<file path="config.mk">
export PLATFORM = sky130hd
export DESIGN_NAME = gumnut_exec_stage
export DESIGN_NICKNAME = d
export VERILOG_FILES = /design/src/rtl/gumnut_exec_stage.sv
export SDC_FILE = /design/constraint.sdc
export NUM_CORES = 1
export LEC_CHECK = 0
export CAP_MARGIN = 0
export CORE_MARGIN = 1.5
export CORE_UTILIZATION = 35
export CTS_CLUSTER_SIZE = 25
export DETAILED_ROUTE_END_ITERATION = 16
export DONT_BUFFER_PORTS = 1
export SLEW_MARGIN = 20
export SYNTH_ARGS = -nofsm -noshare
export SYNTH_HDL_FRONTEND = slang
export SYNTH_SLANG_ARGS = --single-unit
</file>
<file path="constraint.sdc">
create_clock -name clkg -period 5.9 [get_ports clkg]
set_input_delay 1.475 -clock clkg [delete_from_list [all_inputs] [get_ports clkg]]
set_output_delay 1.475 -clock clkg [all_outputs]
set_load 0.01 [all_outputs]
</file>
<file path="src/rtl/gumnut_exec_stage.sv">
// Gumnut execute/write-back stage: single-cycle ALU, serial 1-bit/cycle shifter,
// Z/C flags with a shadow copy, and a one-cycle write-back strobe to the register bank.
module gumnut_exec_stage #(
    parameter int unsigned WIDTH = 8,
    parameter int unsigned AW    = 3
) (
    input  logic             clkg,
    input  logic             rst,
    input  logic             valid_i,
    input  logic             is_shift_i,
    input  logic [2:0]       func_i,
    input  logic             use_imm_i,
    input  logic [WIDTH-1:0] rs_val_i,
    input  logic [WIDTH-1:0] rs2_val_i,
    input  logic [WIDTH-1:0] imm_i,
    input  logic [2:0]       count_i,
    input  logic [AW-1:0]    rd_i,
    input  logic             flag_save_i,
    input  logic             flag_restore_i,
    output logic             busy_o,
    output logic             we_o,
    output logic [AW-1:0]    rd_o,
    output logic [WIDTH-1:0] dat_o,
    output logic             z_o,
    output logic             c_o
);
    localparam int unsigned CW = 3;
    localparam int unsigned SW = WIDTH + 1;

    typedef enum logic {IDLE, SHIFT} state_t;

    state_t           state_q, state_d;
    logic [WIDTH-1:0] sh_q, sh_d;
    logic [1:0]       sfn_q, sfn_d;
    logic [CW-1:0]    cnt_q, cnt_d;
    logic [AW-1:0]    srd_q, srd_d;
    logic [AW-1:0]    rd_q, rd_d;
    logic [WIDTH-1:0] dat_q, dat_d;
    logic             busy_q, busy_d;
    logic             we_q, we_d;
    logic             z_q, z_d, c_q, c_d;
    logic             zs_q, zs_d, cs_q, cs_d;

    logic [WIDTH-1:0] op_b;
    logic [SW-1:0]    alu_sum;
    logic [WIDTH-1:0] alu_res;
    logic             alu_c;
    logic [WIDTH-1:0] step_res;
    logic             step_c;
    logic             wb;
    logic [WIDTH-1:0] wb_dat;
    logic             wb_carry;
    logic [AW-1:0]    wb_rd;

    // Single-cycle ALU; arithmetic carried one bit wide so bit WIDTH is carry/borrow
    always_comb begin
        op_b    = use_imm_i ? imm_i : rs2_val_i;
        alu_sum = '0;
        alu_res = '0;
        alu_c   = 1'b0;
        case (func_i)
            3'd0: alu_sum = {1'b0, rs_val_i} + {1'b0, op_b};
            3'd1: alu_sum = {1'b0, rs_val_i} + {1'b0, op_b} + SW'(c_q);
            3'd2: alu_sum = {1'b0, rs_val_i} - {1'b0, op_b};
            3'd3: alu_sum = {1'b0, rs_val_i} - {1'b0, op_b} - SW'(c_q);
            default: alu_sum = '0;
        endcase
        case (func_i)
            3'd4:    alu_res = rs_val_i & op_b;
            3'd5:    alu_res = rs_val_i | op_b;
            3'd6:    alu_res = rs_val_i ^ op_b;
            3'd7:    alu_res = rs_val_i & ~op_b;
            default: begin
                alu_res = alu_sum[WIDTH-1:0];
                alu_c   = alu_sum[WIDTH];
            end
        endcase
    end

    // One serial shift step; carry is the bit that leaves the register
    always_comb begin
        step_res = sh_q;
        step_c   = 1'b0;
        case (sfn_q)
            2'd0: begin step_res = {sh_q[WIDTH-2:0], 1'b0};         step_c = sh_q[WIDTH-1]; end
            2'd1: begin step_res = {1'b0, sh_q[WIDTH-1:1]};         step_c = sh_q[0];       end
            2'd2: begin step_res = {sh_q[WIDTH-2:0], sh_q[WIDTH-1]}; step_c = sh_q[WIDTH-1]; end
            default: begin step_res = {sh_q[0], sh_q[WIDTH-1:1]};   step_c = sh_q[0];       end
        endcase
    end

    always_comb begin
        state_d  = state_q;
        sh_d     = sh_q;
        sfn_d    = sfn_q;
        cnt_d    = cnt_q;
        srd_d    = srd_q;
        rd_d     = rd_q;
        dat_d    = dat_q;
        busy_d   = busy_q;
        we_d     = 1'b0;
        z_d      = z_q;
        c_d      = c_q;
        zs_d     = zs_q;
        cs_d     = cs_q;
        wb       = 1'b0;
        wb_dat   = '0;
        wb_carry = 1'b0;
        wb_rd    = '0;

        case (state_q)
            IDLE: begin
                if (valid_i) begin
                    if (is_shift_i && count_i != '0) begin
                        state_d = SHIFT;
                        sh_d    = rs_val_i;
                        sfn_d   = func_i[2] ? 2'd0 : func_i[1:0];
                        cnt_d   = count_i;
                        srd_d   = rd_i;
                        busy_d  = 1'b1;
                    end else begin
                        wb       = 1'b1;
                        wb_dat   = is_shift_i ? rs_val_i : alu_res;
                        wb_carry = is_shift_i ? c_q : alu_c;
                        wb_rd    = rd_i;
                    end
                end
            end
            SHIFT: begin
                sh_d  = step_res;
                cnt_d = cnt_q - CW'(1);
                if (cnt_q == CW'(1)) begin
                    state_d  = IDLE;
                    busy_d   = 1'b0;
                    wb       = 1'b1;
                    wb_dat   = step_res;
                    wb_carry = step_c;
                    wb_rd    = srd_q;
                end
            end
            default: state_d = IDLE;
        endcase

        // r0 is hardwired zero: flags still update, but no write strobe
        if (wb) begin
            dat_d = wb_dat;
            rd_d  = wb_rd;
            we_d  = (wb_rd != '0);
            z_d   = (wb_dat == '0);
            c_d   = wb_carry;
        end

        if (flag_save_i) begin
            zs_d = z_q;
            cs_d = c_q;
        end
        if (flag_restore_i) begin
            z_d = zs_q;
            c_d = cs_q;
        end
    end

    always_ff @(posedge clkg or posedge rst) begin
        if (rst) begin
            state_q <= IDLE;
            sh_q    <= '0;
            sfn_q   <= '0;
            cnt_q   <= '0;
            srd_q   <= '0;
            rd_q    <= '0;
            dat_q   <= '0;
            busy_q  <= 1'b0;
            we_q    <= 1'b0;
            z_q     <= 1'b0;
            c_q     <= 1'b0;
            zs_q    <= 1'b0;
            cs_q    <= 1'b0;
        end else begin
            state_q <= state_d;
            sh_q    <= sh_d;
            sfn_q   <= sfn_d;
            cnt_q   <= cnt_d;
            srd_q   <= srd_d;
            rd_q    <= rd_d;
            dat_q   <= dat_d;
            busy_q  <= busy_d;
            we_q    <= we_d;
            z_q     <= z_d;
            c_q     <= c_d;
            zs_q    <= zs_d;
            cs_q    <= cs_d;
        end
    end

    assign busy_o = busy_q;
    assign we_o   = we_q;
    assign rd_o   = rd_q;
    assign dat_o  = dat_q;
    assign z_o    = z_q;
    assign c_o    = c_q;

endmodule

</file>
==> results.json <==
{
  "wl_met3_um": 704,
  "leakagePower_nw": 1.65,
  "worst_setup_path_end_kind": "flop",
  "worst_ep_arrival_time_ns": 4.82,
  "worstHoldPathCells": 1,
  "yosysWarnings": 0,
  "core_area_um2": 10200,
  "critical_path_class": "primary input to flop",
  "start_util": 0.358,
  "die_w_um": 105,
  "synth_area_um2": 3660,
  "die_y_um": 105,
  "grtUsageTotal": 0.181,
  "crit_start": "use_imm_i",
  "regArea_um2": 851,
  "setup_violations": 0,
  "clock-sinks": 34,
  "switching_share": 0.421,
  "ctsResizeCount": 0,
  "cap_violations": 0,
  "yosysTopAreaCell": "dfrtp_1",
  "fin_cells": 564,
  "dp_cells": 556,
  "dr_total_vias": 3242,
  "rr_worst_depth": 9,
  "worstPathRequired_ns": 6.06,
  "switchingPower_mw": 0.508,
  "area_growth_pct": 3.48,
  "period_needed_ns": 4.65,
  "peakVddDrop_uv": 148,
  "intPower_mw": 0.698,
  "layout_commonest_cell": "nand2_1",
  "hpwl_um": 7920,
  "antennaDiodeCount": 0,
  "cp_max_fo": 8,
  "h-tree-depth": 2,
  "routedWlPerCell_um": 17.9,
  "drt_iter0_markers": 259,
  "final_area_um2": 3790,
  "yosys-top-cells-area": "dfrtp_1, ha_1, nand2_1, mux2_2, a21oi_1",
  "grt_pass1_vias": 3107,
  "regToRegStartpoint": "c_o$_DFFE_PP0P_",
  "post-route-util": 0.371,
  "drtPass1Iterations": 6,
  "synth_largest_type_area_fraction": 0.232,
  "place.gp.congestion": 0.853,
  "drc": 0,
  "ys_seq_area_frac": 0.232,
  "cts_hold_buf": 0,
  "io_buffer_count": 0,
  "rows": 37,
  "ant_nets": 0,
  "drv_slew": 0,
  "worst_pin_slew_ns": 0.898,
  "fin_crit_sh": 0.789,
  "power.density_nw_per_um2": 318,
  "hold_viol": 0,
  "multiInputGateArea_um2": 2530,
  "syn_nets": 513,
  "routedLengthMet1_um": 4530,
  "drive_gt1_frac": 0.107,
  "clk_pin_slew_worst_paths_ns": 0.07,
  "grt_max_degree": 36,
  "clockRootBuffer": "clkbuf_8",
  "cts_buffers": 5,
  "drt_wl_total_um": 10100,
  "final_nets": 499,
  "synth_edf_count": 0,
  "min_path_type": "flop to flop",
  "wl_met2_um": 4800,
  "clock_latency_ns": 0.29,
  "max_freq_mhz": 215,
  "status": "completed",
  "cts_setup_buffers": 0,
  "netlist-cell-type-count": 75,
  "ys.flop_type": "dfrtp_1",
  "layout_common_cells": "nand2_1, dfrtp_1, nor2_1, ha_1",
  "whs_ns": 0.514,
  "async_flop_share": 1.00,
  "clockBufferDepth": 2,
  "netlist_instances": 441,
  "grt_pass1_wl_um": 16100,
  "dpl-instance-area_um2": 3680,
  "combPwrFrac": 0.437,
  "io_pins": 55,
  "power_frac_clock": 0.175,
  "fillCellCount": 1021,
  "holdCritStartpoint": "srd_q[2]$_DFFE_PP0P_",
  "viasPerCell": 5.75,
  "fp.dieArea_um2": 11100,
  "top_layer_used": "met4",
  "syn_avg_cell_area_um2": 8.31,
  "pwr-share-seq": 0.389,
  "ys_seq_elements": 34,
  "cts_tree": "built",
  "antenna_found_initial": 0,
  "grt_overflow": 0,
  "finalSetupTns_ns": 0,
  "cp-start-kind": "primary input",
  "fin_skew_ns": 0.00751,
  "rsz0062_at_grt": "no",
  "slew_headroom": 0.399
}
[cell usage after synthesis (all sizes together), types with 3 or more instances]
cell / instances
o211ai: 3
o22ai: 3
inv: 30
o21a: 3
nand2b: 5
a21oi: 29
a211oi: 11
a221o: 5
a31oi: 4
nand2: 49
nor2b: 5
a21o: 6
clkbuf: 13
o31a: 4
mux2i: 12
dfrtp: 34
nand4: 3
nor4: 3
o221ai: 4
a311oi: 3
xor2: 6
ha: 30
nand3: 15
and3: 5
buf: 10
or2: 3
o21ai: 31
mux2: 13
nor3: 10
o31ai: 4
and2b: 4
a22oi: 5
xnor2: 8
nor3b: 4
nor2: 34
[layer usage]
metal / vias up / GRT usage
met2: 108 / 0.301
met4: 0 / 0.0411
met3: 8 / 0.0383
li1: 1566 / -
met1: 1560 / 0.241
met5: - / 0
[critical path, cell delays in order]
cell and delay [ns]:
mux2i_1 0.29, inv_1 0.11, ha_1 0.24, fa_1 0.44
nor2b_2 0.20, o21a_1 0.21, xnor2_1 0.20, or4_1 0.55
nor3_1 0.24, mux2i_1 0.21, a311oi_1 0.11, a2111oi_1 0.41
o31ai_1 0.12
[path summary, 6_finish.rpt]
path / end / slack, ns
min in group asynchronous: dat_o[5]$_DFFE_PP0P_ / 1.17
max: c_o$_DFFE_PP0P_ / 1.25
max in group asynchronous: sh_q[1]$_DFFE_PP0P_ / 4.42
min reg2reg: srd_q[2]$_DFFE_PP0P_ / 0.51
min: srd_q[2]$_DFFE_PP0P_ / 0.51
max reg2reg: c_o$_DFFE_PP0P_ / 3.13
[cells by family (layout without fill, tap and decap cells)]
| group | count (synthesis) | count (layout) | share of synthesized area |
|---|---|---|---|
| buf+inv | 53 | 40 | 0.0761 |
| mux | 27 | 27 | 0.0850 |
| xor+xnor | 14 | 14 | 0.0355 |
| simple gates | 151 | 151 | 0.204 |
| compound gates | 130 | 130 | 0.254 |
| fa+ha+maj | 32 | 32 | 0.113 |
| flops | 34 | 34 | 0.232 |
[power groups by stage]
stage,combinational [mW],clock (mW),sequential (mW)
final,0.526,0.210,0.469
after global routing,0.592,0.222,0.484
after CTS,0.525,0.213,0.467
after detailed placement,0.524,0,0.471
after global placement,0.511,0,0.466
after floorplan,0.466,0,0.420
[flip-flops by register name (all words and copies together), names as in the netlist]
register / flops
sh_q: 8
zs_q: 1
dat_o: 8
we_o: 1
busy_o: 1
c_o: 1
cs_q: 1
sfn_q: 2
cnt_q: 3
state_q: 1
rd_o: 3
z_o: 1
srd_q: 3
[through the flow]
| stage | setup WS [ns] | power, mW |
|---|---|---|
| after floorplan | 1.04 | 0.886 |
| after global placement | 1.04 | 0.977 |
| after detailed placement | 0.973 | 0.995 |
| after CTS | 1.28 | 1.21 |
| after global routing | 1.05 | 1.30 |
| final | 1.25 | 1.21 |
[final cells by class]
type                            instances  area share
Multi-Input combinational cell        354       0.668
Sequential cell                        34       0.224
Tap cell                              136      0.0449
Inverter                               30      0.0297
Clock buffer                            5      0.0181
Clock inverter                          3      0.0106
Timing Repair Buffer                    2     0.00396
Note: power is estimated with default switching activity, not from simulation.
